**config.mk**
```make
export PLATFORM = sky130hd
export DESIGN_NAME = pipereg_stage
export DESIGN_NICKNAME = d
export VERILOG_FILES = /design/src/rtl/pipereg_stage.sv
export SDC_FILE = /design/constraint.sdc
export NUM_CORES = 1
export LEC_CHECK = 0
export ABC_AREA = 1
export CORE_UTILIZATION = 35
export CTS_BUF_LIST = sky130_fd_sc_hd__clkbuf_16
export DETAILED_ROUTE_END_ITERATION = 8
export PLACE_DENSITY = 0.71
export SLEW_MARGIN = 20
export SYNTH_ARGS = -nofsm -noshare
export SYNTH_HDL_FRONTEND = slang
export SYNTH_SLANG_ARGS = --single-unit
```
**constraint.sdc**
```tcl
create_clock -name CLK -period 1.7 [get_ports CLK]
set_clock_uncertainty 0.2 [all_clocks]
set_input_delay 0.34 -clock CLK [delete_from_list [all_inputs] [get_ports CLK]]
set_output_delay 0.34 -clock CLK [all_outputs]
set_load 0.005 [all_outputs]
```
**src/rtl/pipereg_stage.sv**
```systemverilog
// Pipeline stage register: payload plus separately flushable control, with hazard stall and deferred flush.
// Latency: one cycle from data_in to data_out on an adv edge; adv itself is combinational.
// Backpressure: stall or missing hit holds all outputs; a flush seen while held is parked in flush_pend.
// Optional event counters are built when the macro PIPEREG_STATS_EN is defined.
module pipereg_stage #(
  parameter int DATA_W    = 96,
  parameter int CTRL_W    = 16,
  parameter int DHIT_GATE = 1,
  parameter int CNT_W     = 16
) (
  input  logic              CLK,
  input  logic              nRST,
  input  logic              ihit,
  input  logic              dhit,
  input  logic              memwait,
  input  logic              stall,
  input  logic              flush,
  input  logic              valid_in,
  input  logic [DATA_W-1:0] data_in,
  input  logic [CTRL_W-1:0] ctrl_in,
  output logic              valid_out,
  output logic [DATA_W-1:0] data_out,
  output logic [CTRL_W-1:0] ctrl_out,
  output logic              adv,
  output logic              flush_pend
`ifdef PIPEREG_STATS_EN
  ,
  input  logic              stat_clr,
  output logic [CNT_W-1:0]  cnt_adv,
  output logic [CNT_W-1:0]  cnt_stall,
  output logic [CNT_W-1:0]  cnt_bubble
`endif
);

  logic              r_valid;
  logic [DATA_W-1:0] r_data;
  logic [CTRL_W-1:0] r_ctrl;
  logic              r_flush_pend;

  logic w_advance;
  logic w_adv;
  logic w_flush_apply;
  logic w_load;

  // Advance source: with gating a data hit also advances, but an unserved memory op blocks the ihit path.
  assign w_advance     = (DHIT_GATE != 0) ? (dhit | (ihit & ~memwait)) : ihit;
  assign w_adv         = w_advance & ~stall;
  // A bubble is inserted on the first advancing edge that sees a live or parked flush.
  assign w_flush_apply = w_adv & (flush | r_flush_pend);
  assign w_load        = w_adv & ~flush & ~r_flush_pend;

  // Stage register: flush-apply beats load; a flush arriving while held is remembered until the next advance.
  always_ff @(posedge CLK or negedge nRST) begin
    if (!nRST) begin
      r_valid      <= 1'b0;
      r_data       <= '0;
      r_ctrl       <= '0;
      r_flush_pend <= 1'b0;
    end else if (w_flush_apply) begin
      r_valid      <= 1'b0;
      r_data       <= '0;
      r_ctrl       <= '0;
      r_flush_pend <= 1'b0;
    end else if (w_load) begin
      r_valid      <= valid_in;
      r_data       <= data_in;
      r_ctrl       <= ctrl_in;
    end else if (flush) begin
      r_flush_pend <= 1'b1;
    end
  end

  assign valid_out  = r_valid;
  assign data_out   = r_data;
  assign ctrl_out   = r_ctrl;
  assign adv        = w_adv;
  assign flush_pend = r_flush_pend;

`ifdef PIPEREG_STATS_EN
  logic [CNT_W-1:0] r_cnt_adv;
  logic [CNT_W-1:0] r_cnt_stall;
  logic [CNT_W-1:0] r_cnt_bubble;
  logic             w_stall_evt;

  // A stall event is an edge where the stage could have advanced but the hazard unit held it.
  assign w_stall_evt = w_advance & stall;

  // Saturating event counters; a clear wins over any increment on the same edge.
  always_ff @(posedge CLK or negedge nRST) begin
    if (!nRST) begin
      r_cnt_adv    <= '0;
      r_cnt_stall  <= '0;
      r_cnt_bubble <= '0;
    end else if (stat_clr) begin
      r_cnt_adv    <= '0;
      r_cnt_stall  <= '0;
      r_cnt_bubble <= '0;
    end else begin
      if (w_load && (r_cnt_adv != '1))
        r_cnt_adv <= r_cnt_adv + 1'b1;
      if (w_stall_evt && (r_cnt_stall != '1))
        r_cnt_stall <= r_cnt_stall + 1'b1;
      if (w_flush_apply && (r_cnt_bubble != '1))
        r_cnt_bubble <= r_cnt_bubble + 1'b1;
    end
  end

  assign cnt_adv    = r_cnt_adv;
  assign cnt_stall  = r_cnt_stall;
  assign cnt_bubble = r_cnt_bubble;
`else
  // CNT_W only sizes the counters, which are absent in this build.
  if (CNT_W > 0) begin : g_no_stats
  end
`endif

endmodule

```
==> results of run 1 <==
[state kept, by name (all words and copies together) (netlist names)]
name / cells
data_out: 96
ctrl_out: 16
flush_pend: 1
valid_out: 1
[Yosys cell counts]
cell type    n  area share [%]
buf_1        1           0.079
dfrtp_1    114              60
inv_2        1           0.079
inv_1        3            0.24
nand2_1    227              18
nor2_1       1           0.079
buf_4        2            0.32
buf_6        7             1.7
clkbuf_1     4            0.32
buf_2       34             3.6
nor2_4       1            0.24
nand4_1    113              15
nand2_2      2            0.26
[final timing paths]
path | cells past startpoint | endpoint | start | slack (ns)
setup / recovery | 1 | flush_pend | flush_pend | 0.05
hold / removal | 6 | flush_pend | stall | 0.21
setup reg to reg | 4 | data_out[58] | flush_pend | 0.28
hold reg to reg | 2 | data_out[45] | data_out[45] | 0.27
max in group asynchronous | 3 | data_out[61] | nRST | 0.54
min in group asynchronous | 2 | data_out[12] | nRST | 0.22
[metrics by stage]
step	util [%]	worst slack, ns	hold slack (ns)	area, sq um	std cells
after global routing	58.51	0.02435	0.2055	7749	930
final	58.51	0.05412	0.2119	7749	930
after global placement	54.90	-0.4484	0.08488	7271	888
after detailed placement	54.90	-0.4478	0.08626	7271	888
after floorplan	-	0.3554	-0.1556	4737	510
after CTS	58.38	-0.05952	0.2022	7731	929
[layout make-up]
cell class                      count  share of cell area, %
Timing Repair Buffer              260                  32.59
Multi-Input combinational cell    344                  20.64
Clock inverter                     15                  1.421
Sequential cell                   114                  36.82
Clock buffer                       17                  5.490
Tap cell                          176                  2.842
Inverter                            4                 0.2099
[where the power goes]
| group | internal, W | total (W) | switching [W] |
|---|---|---|---|
| registers | 0.00294 | 0.00306 | 0.000118 |
| logic | 0.000646 | 0.00122 | 0.000572 |
| clock network | 0.00208 | 0.00323 | 0.00115 |
[what timing repair did]
item	in CTS	in global routing
hold buffers	1	0
endpoints found under the hold margin	37	0
buffers inserted	8	1
pin swaps	0	1
endpoints found under the setup margin	115	1
resized for setup	119	5
[routing by layer]
layer  routed length [um]  track usage, %  up-vias  share of wire (%)
li1                     -               -     2188                  -
met1                 6019           26.74     2246                 41
met2                 7112           34.63      222                 48
met3                 1155           7.288       45                7.8
met4                  518           10.74        0                3.5
met5                    0               0        -                  0
[kinds of logic after synthesis]
family / count (synthesis)
flip-flops: 114
buffers and inverters: 52
AND/OR/NAND/NOR: 344
[layout by cell type (no fill, tap or decap)]
master | Yosys | routed
nand2_1 | 227 | 226
buf_12 | 0 | 10
nand4_1 | 113 | 113
clkinv_2 | 0 | 2
nor2_1 | 1 | 1
inv_2 | 1 | 1
dlygate4sd2_1 | 0 | 114
nand2_2 | 2 | 1
clkinv_1 | 0 | 7
clkbuf_16 | 0 | 17
inv_1 | 3 | 7
clkdlybuf4s50_1 | 0 | 114
buf_2 | 34 | 1
dfrtp_1 | 114 | 114
buf_4 | 2 | 16
dlygate4sd3_1 | 0 | 1
dlymetal6s2s_1 | 0 | 4
bufinv_16 | 0 | 2
nor2_4 | 1 | 1
nand2_4 | 0 | 2
==> results_dict.tcl, run 1 <==
set metrics [dict create \
    post_synth_xor_area_fraction_pct 0 \
    drcViolationCount 0 \
    seq_area_frac_synth_pct 60.22 \
    slew_headroom_pct 74.28 \
    dpl.hpwl_um 9610 \
    drt_wl_total_um 14810 \
    max_freq_ghz 0.6076 \
    synth_compound_area_share_pct 0 \
    syn_to_final_growth_pct 63.58 \
    postRouteAntennaNets 0 \
    cp_max_fo 2 \
    syn_avg_cell_area_sq_um 9.288 \
    p_leak_nw 4.328 \
    n_antenna_cell 0 \
    grt_pass1_wl_um 24090 \
    layout.nets 861 \
    critical_path.max_stage_delay_ns 0.40 \
    grt_use_total_pct 21.88 \
    slowest_stage "dfrtp_1" \
    critical_path.top_delay_family "flip-flops" \
    avgRoutedWirePerCell_um 15.92 \
    required_ns 1.16 \
    power_w 0.007502 \
    hold_class "input port to register" \
    path_class "register to primary output" \
    syn_nets 630 \
    die_y_um 118.3 \
    run_status "completed" \
    ir_drop_mv 0.5135 \
    ys_ff_latch 114 \
    synth_simple_gate_area_share_pct 33.49 \
    start_util_pct 35.77 \
    synth.distinct_cells 13 \
    rsz0062_at_grt "no" \
    crit_chain "dlygate4sd2_1" \
    drtIter0Drc 265 \
    routed_via_density 5.055 \
    fillers 1188 \
    cts_max_level 4 \
    cts_tree "built" \
    cts_root_buffer "clkbuf_16" \
    regArea_sq_um 2853 \
    synth-warning-count 0 \
    cts_buffers 17 \
    cap_violations 0 \
    worst_skew_pair.late_latency_ns 0.41 \
    layout_min_cycle_time_ns 1.646 \
    syn_area_sq_um 4737 \
    grt_antenna_before_repair 0 \
    die_area_sq_um 14000 \
    rows 42 \
    final_max_slew_viol_count 0 \
    tightest_slew_ns 0.3857 \
    path_clk_slew_ns 0.05 \
    grt_max_degree 67 \
    postSynthCellCount 510 \
    hold_viol 0 \
    port-buffer-count 234 \
    gp_congestion 0.8204 \
    synthMuxAreaShare_pct 0 \
    drtPass1Iterations 4 \
    vias 4701 \
    cts_buffer_depth 2 \
    synth_fa_ha_area_share_pct 0 \
    core_sq_um 13240 \
    power.density_nw_per_um2 968.1 \
    start_kind "register" \
    pin_count 235 \
    finalSetupTns_ns 0 \
    fin_crit_sh_pct 96.82 \
    grt.overflow.total 0 \
    multi_input_area_sq_um 1599 \
    critPathArrivalTime_ns 1.11 \
    drive_gt1_share_pct 7.029 \
    synth_top_family_by_area "simple AND/OR/NAND/NOR gates" \
    endpoint_kind "primary output" \
    dieWidth_um 118.3 \
    grt_pass1_vias 4739 \
    final-setup-viol-count 0 \
    clkSinkCount 114 \
    path_buf_inv 1 \
]
(Power assumes the default switching activity.)
==> run 2, diff against run 1 <==
--- a/config.mk
+++ b/config.mk
@@ -6,10 +6,11 @@
 export NUM_CORES = 1
 export LEC_CHECK = 0
 export ABC_AREA = 1
-export CORE_UTILIZATION = 35
+export CORE_UTILIZATION = 33
 export CTS_BUF_LIST = sky130_fd_sc_hd__clkbuf_16
 export DETAILED_ROUTE_END_ITERATION = 8
-export PLACE_DENSITY = 0.71
+export PLACE_DENSITY = 0.68
+export REMOVE_ABC_BUFFERS = 1
 export SLEW_MARGIN = 20
 export SYNTH_ARGS = -nofsm -noshare
 export SYNTH_HDL_FRONTEND = slang
==> results_dict.tcl, run 2 (synthesis gave the netlist of run 1 again) <==
set metrics [dict create \
    critPathArrivalTime_ns 1.12 \
    cts_buffers 17 \
    port-buffer-count 234 \
    syn_to_final_growth_pct 62.02 \
    required_ns 1.16 \
    dieWidth_um 121.8 \
    grt_max_degree 63 \
    drtPass1Iterations 6 \
    gp_congestion 0.7620 \
    slowest_stage "clkdlybuf4s50_1" \
    start_kind "input port" \
    worst_skew_pair.late_latency_ns 0.39 \
    power.density_nw_per_um2 951.0 \
    path_class "input port to primary output" \
    layout.nets 857 \
    fin_crit_sh_pct 97.76 \
    vias 4601 \
    critical_path.max_stage_delay_ns 0.48 \
    cp_max_fo 2 \
    n_antenna_cell 0 \
    path_buf_inv 4 \
    grt_antenna_before_repair 0 \
    p_leak_nw 4.274 \
    grt_use_total_pct 19.50 \
    power_w 0.007299 \
    pin_count 235 \
    routed_via_density 4.947 \
    rsz0062_at_grt "no" \
    start_util_pct 33.99 \
    grt_pass1_wl_um 22570 \
    slew_headroom_pct 61.56 \
    grt_pass1_vias 4507 \
    run_status "completed" \
    startpoint "stall" \
    core_sq_um 13930 \
    hold_viol 0 \
    endpoint_kind "primary output" \
    finalSetupTns_ns 0 \
    layout_min_cycle_time_ns 1.662 \
    postRouteAntennaNets 0 \
    grt_busiest_layer "met2" \
    largest_reg_flops 96 \
    grt.overflow.total 0 \
    cts_tree "built" \
    final-setup-viol-count 0 \
    final_common_cell "nand2_1" \
    drcViolationCount 0 \
    crit_chain "clkdlybuf4s50_1 -> clkinv_2 -> nand2_4 -> inv_2 -> buf_2" \
    cts_root_buffer "clkbuf_16" \
    avgRoutedWirePerCell_um 15.25 \
    grtUsageMet2_pct 30.26 \
    path_clk_slew_ns 0.05 \
    clkSinkCount 114 \
    cts_buffer_depth 2 \
    hold_start "dhit" \
    drt_wl_total_um 14180 \
    grtUsageMet1_pct 25.52 \
    r2r_start "flush_pend" \
    tightest_slew_ns 0.5766 \
    drive_gt1_share_pct 6.667 \
    dpl.hpwl_um 9392 \
    drtIter0Drc 316 \
    cap_violations 0 \
    rows 43 \
    finish.utilization_pct 55.08 \
    use_met3_pct 5.712 \
    ir_drop_mv 0.5172 \
    critical_path.top_delay_family "buffers and inverters" \
    die_area_sq_um 14840 \
    final_max_slew_viol_count 0 \
    max_freq_ghz 0.6017 \
    layout_common_cells "nand2_1 (226), clkdlybuf4s50_1 (115), dfrtp_1 (114), dlygate4sd2_1 (114), nand4_1 (113)" \
    cts_max_level 4 \
    hold_class "input port to register" \
    die_y_um 121.8 \
    holdWs_ns 0.1481 \
]
-- run 2: cell types whose count changed in the layout (fill, tap and decap cells not counted) --
| cell | previous run | this run |
|---|---|---|
| inv_1 | 7 | 5 |
| buf_12 | 10 | 8 |
| clkdlybuf4s50_1 | 114 | 115 |
| clkinv_2 | 2 | 3 |
| bufinv_16 | 2 | 1 |
| buf_6 | 0 | 1 |
| clkinv_1 | 7 | 8 |
| inv_2 | 1 | 2 |
| dlymetal6s2s_1 | 4 | 3 |
| buf_4 | 16 | 13 |
-- run 2: layout make-up --
cell class / count / area (sq um)
fill: 1271 / 6260
multi-input combinational: 344 / 1599
tap: 180 / 225.2
clock buffer: 17 / 425.4
sequential: 114 / 2853
inverter: 4 / 16.27
timing repair buffer: 256 / 2471
clock inverter: 15 / 85.08
-- run 2: path summary, 6_finish.rpt --
path	end	slack (ns)	depth (start not counted)
min in group asynchronous	data_out[76]	0.33	3
worst max-delay path	adv	0.04	5
worst max register to register	ctrl_out[1]	0.22	5
worst min-delay path	flush_pend	0.15	6
max in group asynchronous	data_out[44]	0.70	3
worst min register to register	data_out[62]	0.27	2
-- run 2: tightest hold or removal path: stages --
cell            delay, ns
dlymetal6s2s_1       0.10
inv_2                0.05
nand2_4              0.07
nand2_4              0.06
inv_2                0.05
nor2_1               0.03
-- run 2: where the power goes --
group / switching, W / internal (W)
Clock: 0.00112 / 0.00193
Combinational: 0.000560 / 0.000634
Sequential: 0.000116 / 0.00294
Total: 0.00179 / 0.00550
-- run 2: timing repair --
action                     4_1_cts  5_1_grt
setup endpoints to repair      116       47
setup buffers                    7        1
hold buffers                     1        0
pin swaps                        0        3
hold endpoints to repair       114        0
resized for setup              119        6
-- run 2: per-stage QoR --
stage / area (sq um) / std cells / setup WS [ns]
final: 7675 / 930 / 0.03800
after global routing: 7675 / 930 / 0.007334
after global placement: 7228 / 889 / -0.4400
after CTS: 7662 / 929 / -0.1174
after detailed placement: 7228 / 889 / -0.4314
after floorplan: 4454 / 462 / -1.719
-- run 2: routing by layer --
| metal | vias to the layer above | share of wire (%) |
|---|---|---|
| li1 | 2181 | - |
| met1 | 2191 | 44 |
| met2 | 210 | 47 |
| met3 | 19 | 7.8 |
| met4 | 0 | 1.9 |
| met5 | - | 0 |
==> run 3, diff against run 2 <==
--- a/config.mk
+++ b/config.mk
@@ -9,7 +9,8 @@
 export CORE_UTILIZATION = 33
 export CTS_BUF_LIST = sky130_fd_sc_hd__clkbuf_16
 export DETAILED_ROUTE_END_ITERATION = 8
-export PLACE_DENSITY = 0.68
+export PLACE_DENSITY = 0.7
+export RECOVER_POWER = 50
 export REMOVE_ABC_BUFFERS = 1
 export SLEW_MARGIN = 20
 export SYNTH_ARGS = -nofsm -noshare
==> constraint.sdc (replaced) <==
create_clock -name CLK -period 1.35 [get_ports CLK]
set_clock_uncertainty 0.2 [all_clocks]
set_input_delay 0.27 -clock CLK [delete_from_list [all_inputs] [get_ports CLK]]
set_output_delay 0.27 -clock CLK [all_outputs]
set_load 0.005 [all_outputs]
==> results_dict.tcl, run 3 (synthesis gave the netlist of run 1 again) <==
set metrics [dict create \
    run_status "finished, violations left" \
    cts_buffers 17 \
    tightest_slew_ns 0.5208 \
    grtUsageMet1_pct 26.50 \
    fin_crit_sh_pct 107.4 \
    postRouteAntennaNets 0 \
    grtUsageMet2_pct 34.36 \
    vias 4910 \
    die_y_um 121.8 \
    hold_class "input port to asynchronous set/reset pin" \
    grt.overflow.total 0 \
    core_sq_um 13930 \
    fillers 1225 \
    cts_max_level 4 \
    drcViolationCount 0 \
    cts_root_buffer "clkbuf_16" \
    critPathArrivalTime_ns 1.59 \
    cts_tree "built" \
    syn_to_final_growth_pct 65.19 \
    grt_max_degree 70 \
    dpl.hpwl_um 9733 \
    endpoint_kind "register" \
    layout_min_cycle_time_ns 1.450 \
    setup_ws_ns -0.09995 \
    grt_antenna_before_repair 0 \
    max_freq_ghz 0.6897 \
    failed_checks "setup timing" \
    power.density_nw_per_um2 1248 \
    start_util_pct 33.99 \
    use_met3_pct 6.601 \
    cts_buffer_depth 2 \
    grt_pass1_wl_um 24370 \
    grt_pass1_vias 4753 \
    drive_gt1_share_pct 28.39 \
    cp_max_fo 23 \
    largest_reg_flops 96 \
    ir_drop_mv 0.7712 \
    p_leak_nw 4.322 \
    path_clk_slew_ns 0.05 \
    die_area_sq_um 14840 \
    rsz0062_at_grt "yes" \
    final_max_slew_viol_count 0 \
    gp_congestion 0.7991 \
    worst_skew_pair.late_latency_ns 0.40 \
    placed_area_sq_um 7291 \
    layout.nets 910 \
    start_kind "register" \
    final-setup-viol-count 212 \
    drtPass1Iterations 5 \
    drt_wl_total_um 16090 \
    grt_use_total_pct 21.38 \
    clkSinkCount 114 \
    cap_violations 0 \
    grt_busiest_layer "met2" \
    slew_headroom_pct 65.28 \
    dieWidth_um 121.8 \
    n_antenna_cell 0 \
    pin_count 235 \
    avgRoutedWirePerCell_um 16.37 \
    design_area_sq_um 7825 \
    layout_common_cells "nand2_1 (226), dfrtp_1 (114), clkdlybuf4s50_1 (114), buf_2 (114), nand4_1 (113)" \
    required_ns 1.49 \
    routed_via_density 4.995 \
    rows 43 \
    finalSetupTns_ns -9.095 \
    path_class "register to register" \
    hold_viol 0 \
    drtIter0Drc 306 \
    port-buffer-count 234 \
    final_common_cell "nand2_1" \
]
## run 3: routing by layer
metal	vias to the layer above	wire length (um)
met4	0	352
met2	234	7685
met5	-	0
li1	2292	-
met3	32	1405
met1	2352	6645
## run 3: final timing paths
path,startpoint,to,slack (ns),depth (start not counted)
worst max-delay path,flush_pend,data_out[25],-0.1,6
worst min-delay path,nRST,data_out[83],0.19,2
worst max register to register,flush_pend,data_out[25],-0.1,6
worst min register to register,data_out[88],data_out[88],0.27,2
max in group asynchronous,nRST,data_out[39],0.12,3
min in group CLK,ihit,flush_pend,0.19,7
## run 3: cell type report
cell class / instances / area (sq um) / area share, %
Timing Repair Buffer: 309 / 2576 / 32.92
Clock buffer: 17 / 425.4 / 5.437
Tap cell: 180 / 225.2 / 2.878
Clock inverter: 15 / 127.6 / 1.631
Inverter: 4 / 18.77 / 0.2398
Sequential cell: 114 / 2853 / 36.46
Multi-Input combinational cell: 344 / 1599 / 20.43
## run 3: stage by stage
stage	setup WS [ns]	hold WS, ns	total power (W)	std cells	utilization [%]
floorplan	-1.929	-0.2256	0.004337	462	-
finish	-0.09995	0.1896	0.009765	983	56.16
global route	-0.1739	0.2042	0.01021	983	56.16
detailed placement	-0.7426	-0.02897	0.005628	894	52.32
global placement	-0.7331	-0.03163	0.005590	894	52.32
CTS	-0.08770	0.09664	0.009719	952	54.22
## run 3: where the power goes
| group | internal (W) | switching, W |
|---|---|---|
| clock | 0.00266 | 0.00154 |
| combinational | 0.000926 | 0.000796 |
| sequential | 0.00370 | 0.000149 |
## run 3: timing repair
action,CTS,global route
setup buffers,23,29
resized for setup,470,9
setup endpoints to repair,228,229
hold buffers,1,0
hold endpoints to repair,114,0
gates cloned,3,2
pin swaps,4,7
## run 3: worst max-delay path: stages (launching register included)
cell	delay, ns
dfrtp_1	0.39
buf_6	0.12
nor2_4	0.11
buf_4	0.16
buf_12	0.16
nand4_1	0.13
nand2_1	0.10
